[src/rtl/seg7_scan_if.sv]
// Bundle between the hex decoder (master) and the 4-digit scanner (slave).
// The bright field exists only when SEG7_BRIGHTNESS_EN is defined.
interface seg7_scan_if;
  logic [27:0] D_in;
  logic [3:0]  AN_in;
`ifdef SEG7_BRIGHTNESS_EN
  logic [3:0]  bright;
`endif
  logic [6:0]  seg;
  logic [3:0]  an;
  logic        frame_start;

`ifdef SEG7_BRIGHTNESS_EN
  modport master (output D_in, AN_in, bright, input  seg, an, frame_start);
  modport slave  (input  D_in, AN_in, bright, output seg, an, frame_start);
`else
  modport master (output D_in, AN_in, input  seg, an, frame_start);
  modport slave  (input  D_in, AN_in, output seg, an, frame_start);
`endif
endinterface

[src/rtl/seg7_scan_driver.sv]
// Frame-coherent 4-digit 7-segment scanner with guard blanking between digits.
// Optional PWM dimming via the bright field when SEG7_BRIGHTNESS_EN is defined.
module seg7_scan_driver #(
  parameter int DIV_W = 16,
  parameter int GUARD = 8
) (
  input  logic         clk,
  input  logic         reset,
  seg7_scan_if.slave   bus
);

  localparam logic [DIV_W-1:0] GUARD_C = DIV_W'(GUARD);

  logic [DIV_W-1:0] r_cnt;
  logic [1:0]       r_idx;
  logic [27:0]      r_sh_d;
  logic [3:0]       r_sh_an;
  logic [6:0]       r_seg;
  logic [3:0]       r_an;

  logic             w_load;
  logic             w_pwm_on;
  logic             w_lit;
  logic [6:0]       w_seg_sel;
  logic [3:0]       w_an_sel;

  assign w_load = (r_idx == 2'd0) && (r_cnt == '0);

`ifdef SEG7_BRIGHTNESS_EN
  assign w_pwm_on = (r_cnt[3:0] <= bus.bright);
`else
  assign w_pwm_on = 1'b1;
`endif

  // The load-cycle state always falls inside the guard window, so the stale
  // pre-load shadow is never shown.
  assign w_lit = (r_cnt >= GUARD_C) && !r_sh_an[r_idx] && w_pwm_on;

  // NOTE: every signal driven in always_comb gets a default first, so no path
  // leaves it unassigned and no latch is inferred.
  always_comb begin
    w_seg_sel = 7'h7F;
    w_an_sel  = 4'hF;
    case (r_idx)
      2'd0: begin w_seg_sel = r_sh_d[6:0];   w_an_sel = 4'b1110; end
      2'd1: begin w_seg_sel = r_sh_d[13:7];  w_an_sel = 4'b1101; end
      2'd2: begin w_seg_sel = r_sh_d[20:14]; w_an_sel = 4'b1011; end
      2'd3: begin w_seg_sel = r_sh_d[27:21]; w_an_sel = 4'b0111; end
      default: ;
    endcase
  end

  // NOTE: sequential state uses non-blocking assignments so every register
  // samples the pre-edge values, whatever the statement order.
  always_ff @(posedge clk) begin
    if (reset) begin
      r_cnt   <= '0;
      r_idx   <= 2'd0;
      r_sh_d  <= 28'hFFFFFFF;
      r_sh_an <= 4'hF;
      r_an    <= 4'hF;
      r_seg   <= 7'h7F;
    end else begin
      r_cnt <= r_cnt + DIV_W'(1);
      if (r_cnt == '1)
        r_idx <= r_idx + 2'd1;
      if (w_load) begin
        r_sh_d  <= bus.D_in;
        r_sh_an <= bus.AN_in;
      end
      r_an  <= w_lit ? w_an_sel  : 4'hF;
      r_seg <= w_lit ? w_seg_sel : 7'h7F;
    end
  end

  assign bus.seg         = r_seg;
  assign bus.an          = r_an;
  assign bus.frame_start = w_load;

endmodule

[src/flat_wrapper.sv]
// flat-port wrapper written by rule: the top's interface ports become plain ports
module seg7_scan_driver_flat 
#(
  parameter int DIV_W = 16,
  parameter int GUARD = 8
)
  (clk, reset, bus_D_in, bus_AN_in, bus_seg, bus_an, bus_frame_start);
  seg7_scan_if bus_i ();
  input  logic clk;
  input  logic reset;
  input wire logic [$bits(bus_i.D_in)-1:0] bus_D_in;
  input wire logic [$bits(bus_i.AN_in)-1:0] bus_AN_in;
  output wire logic [$bits(bus_i.seg)-1:0] bus_seg;
  output wire logic [$bits(bus_i.an)-1:0] bus_an;
  output wire logic [$bits(bus_i.frame_start)-1:0] bus_frame_start;
  assign bus_i.D_in = bus_D_in;
  assign bus_i.AN_in = bus_AN_in;
  assign bus_seg = bus_i.seg;
  assign bus_an = bus_i.an;
  assign bus_frame_start = bus_i.frame_start;
  seg7_scan_driver #(.DIV_W(DIV_W), .GUARD(GUARD)) u_core (.clk(clk), .reset(reset), .bus(bus_i));
endmodule
[config.mk]
export PLATFORM = sky130hd
export DESIGN_NAME = seg7_scan_driver_flat
export DESIGN_NICKNAME = d
export VERILOG_FILES = /design/src/rtl/seg7_scan_if.sv /design/src/rtl/seg7_scan_driver.sv /design/src/flat_wrapper.sv
export SDC_FILE = /design/constraint.sdc
export NUM_CORES = 1
export LEC_CHECK = 0
export BUFFER_PORTS_ARGS = -buffer_cell sky130_fd_sc_hd__buf_2
export CAP_MARGIN = 0
export CORE_MARGIN = 3
export CORE_UTILIZATION = 41
export CTS_CLUSTER_DIAMETER = 40
export DETAILED_ROUTE_END_ITERATION = 7
export SLEW_MARGIN = 20
export SYNTH_ARGS = -nofsm -noshare
export SYNTH_HDL_FRONTEND = slang
export SYNTH_SLANG_ARGS = --single-unit
[constraint.sdc]
create_clock -name clk -period 2.62 [get_ports clk]
set_input_delay 0.786 -clock clk [delete_from_list [all_inputs] [get_ports clk]]
set_output_delay 0.786 -clock clk [all_outputs]
set_load 0.02 [all_outputs]
==> impl_metrics.toml <==
[run_status]
status = "complete, no violations"

[global_routing]
grt_max_degree = 42
overflow = 0
grt_use_total = 0.175
antenna_found_initial = 0
grt_pass1_vias = 2069
grt_pass1_wl_um = 10100

[final_layout]
stdcell_count = 382
multi_input_area_mm2 = 0.00124
fin_nets = 343
drive_gt1_frac = 0.238
antenna_cells = 0
num-fill-cells = 585
final_core_util = 0.505
regArea_mm2 = 0.00122
area_growth_pct = 16.8

[clocking]
cts-root-buf = "clkbuf_8"
cts_resized = 0
cts_tree = "done"
clk_pin_slew_ns = 0.06
h-tree-depth = 3
holdBufCountCts = 0
ctsLongestPathBuffers = 2
numCtsBuffers = 9
clk_latency_ns = 0.33
post_cts_buffers = 0
cts_sinks = 61

[flow_run]
maxCapViolations = 0

[timing]
finalHoldViolations = 0
maxSlewHeadroom = 0.569
min_period_over_period = 0.913
layout_setup_ws_ns = 0.227
max_freq_ghz = 0.418
fin_skew_ns = 0.00607
tightest_slew_ns = 0.641
slew_viol_final = 0
finalSetupViolations = 0
fin_setup_tns_ns = 0
period_needed_ns = 2.39
rsz0062_at_grt = "false"

[yosys]
ys_types = 37
synth-seq-area-share = 0.469
synth_commonest_cells = "dfxtp_1 (61), a211o_1 (32), o21a_1 (32)"
synth_top_area_share = 0.469
synth_area_leaders = "dfxtp_1 (47%), a211o_1 (11%), o21a_1 (9.2%)"
synthMostInstantiatedCell = "dfxtp_1"
synth-main-ff-cell = "dfxtp_1"
ys_seq_elements = 61
netlist_area_mm2 = 0.00261
yosysWarningCount = 0
synth_edf_count = 0
synth_largest_area_cell = "dfxtp_1"
synth-async-reset-ratio = 0
synth_nets = 302
netlist_instances = 262
syn_avg_cell_area_um2 = 9.95

[route]
wl_um = 5780
drt_first_iter_violations = 127
wl_per_cell_um = 15.1
ant_nets = 0
dr.pass1.iters = 8
drc = 0
vias = 2121
vias_per_cell = 5.55

[floorplan]
start_util = 0.433
fp.dieW_um = 85.7
die_h_um = 85.7
dieArea_mm2 = 0.00735
num_rows = 28
core_area_mm2 = 0.00603
io_pins = 46

[setup_path]
worstPathMaxFanout = 6
path_class = "flop to output port"
crit_buf_inv = 1
worstSetupStartpointType = "flop"
reg2reg_from = "u_core.r_cnt[0]$_SDFF_PP0_"
endpoint_kind = "output port"
cpLargestDelayFamily = "simple AND/OR/NAND/NOR gates"
path_cells = "nor4_2 > nand4_2 > nor2_2 > buf_2"
arrival_ns = 1.61
critPathMaxStageDelay_ns = 0.37
cp-startpoint = "u_core.r_cnt[13]$_SDFF_PP0_"
crit_required_ns = 1.83
slowest_stage = "nor4_2"

[pwr]
p_per_area_mw_per_mm2 = 698
ir_worst_vdd_uv = 397
p_leak_nw = 1.15

[placement]
post-place-ws_ns = 0.554
dpl.hpwl_um = 3860
gp_congestion = 0.773
dp_cells = 367
port-buffer-count = 45

[min_path]
min-delay-start = "u_core.r_cnt[0]$_SDFF_PP0_"
hp-class = "flop to flop"
## where the power goes
part	total, mW	switching [mW]	internal, mW
logic	0.254	0.121	0.133
clock network	0.836	0.350	0.486
registers	1.03	0.0379	0.997
## stage by stage
step	cell area, um^2	hold slack, ns	total power, mW
2_1_floorplan	2610	0.430	1.24
3_3_place_gp	2840	0.446	1.31
3_5_place_dp	2840	0.450	1.31
4_1_cts	3040	0.464	2.15
5_1_grt	3040	0.484	2.23
6_report	3040	0.467	2.12
## per-layer routing
metal,vias to the layer above,GRT usage,routed length (um)
li1,1047,-,-
met1,1003,0.233,2730
met2,58,0.273,2680
met3,13,0.0375,247
met4,0,0.0777,132
met5,-,0,0
## path summary, 6_finish.rpt
path / to / slack [ns] / cells after the start
setup / recovery: bus_frame_start / 0.23 / 4
hold / removal: u_core.r_cnt[0]$_SDFF_PP0_ / 0.47 / 1
setup reg to reg: u_core.r_idx[1]$_SDFFE_PP0N_ / 0.70 / 5
hold reg to reg: u_core.r_cnt[0]$_SDFF_PP0_ / 0.47 / 1
## worst register-to-register path: cells and delay by family, from the launching register on
kind	cells	cell delay, ns
adders and majority gates	1	0.25
DFF	1	0.38
muxes	1	0.26
and+or+nand+nor	3	0.93
## layout make-up
| class | count | area share |
|---|---|---|
| Clock buffer | 12 | 0.0510 |
| Clock inverter | 3 | 0.0148 |
| Inverter | 7 | 0.00863 |
| Multi-Input combinational cell | 174 | 0.407 |
| Sequential cell | 61 | 0.401 |
| Tap cell | 75 | 0.0308 |
| Timing Repair Buffer | 50 | 0.0863 |
## sequential cells by signal, summed over array words and instances, names as in the netlist
signal	cells
u_core.r_sh_d	28
u_core.r_cnt	16
u_core.bus.seg	7
u_core.bus.an	4
u_core.r_sh_an	4
u_core.r_idx	2
## cells by family after synthesis
| logic type | count (synthesis) | share of synthesized area |
|---|---|---|
| AOI/OAI and AO/OA | 88 | 0.262 |
| and+or+nand+nor | 68 | 0.139 |
| DFF | 61 | 0.469 |
| buffers and inverters | 27 | 0.0557 |
| xor gates and xnor gates | 10 | 0.0336 |
| adders and majority gates | 6 | 0.0288 |
| muxes | 2 | 0.0125 |
## cell usage in the layout, fill, tap and decap left out, types with 8 or more instances in the layout
cell	instances
xnor2_1	8
nor2_1	14
o21a_1	32
buf_2	45
o21ai_0	10
clkbuf_8	11
dfxtp_1	61
nand2_1	25
a211o_1	32
Note: power is estimated with default switching activity, not from simulation.
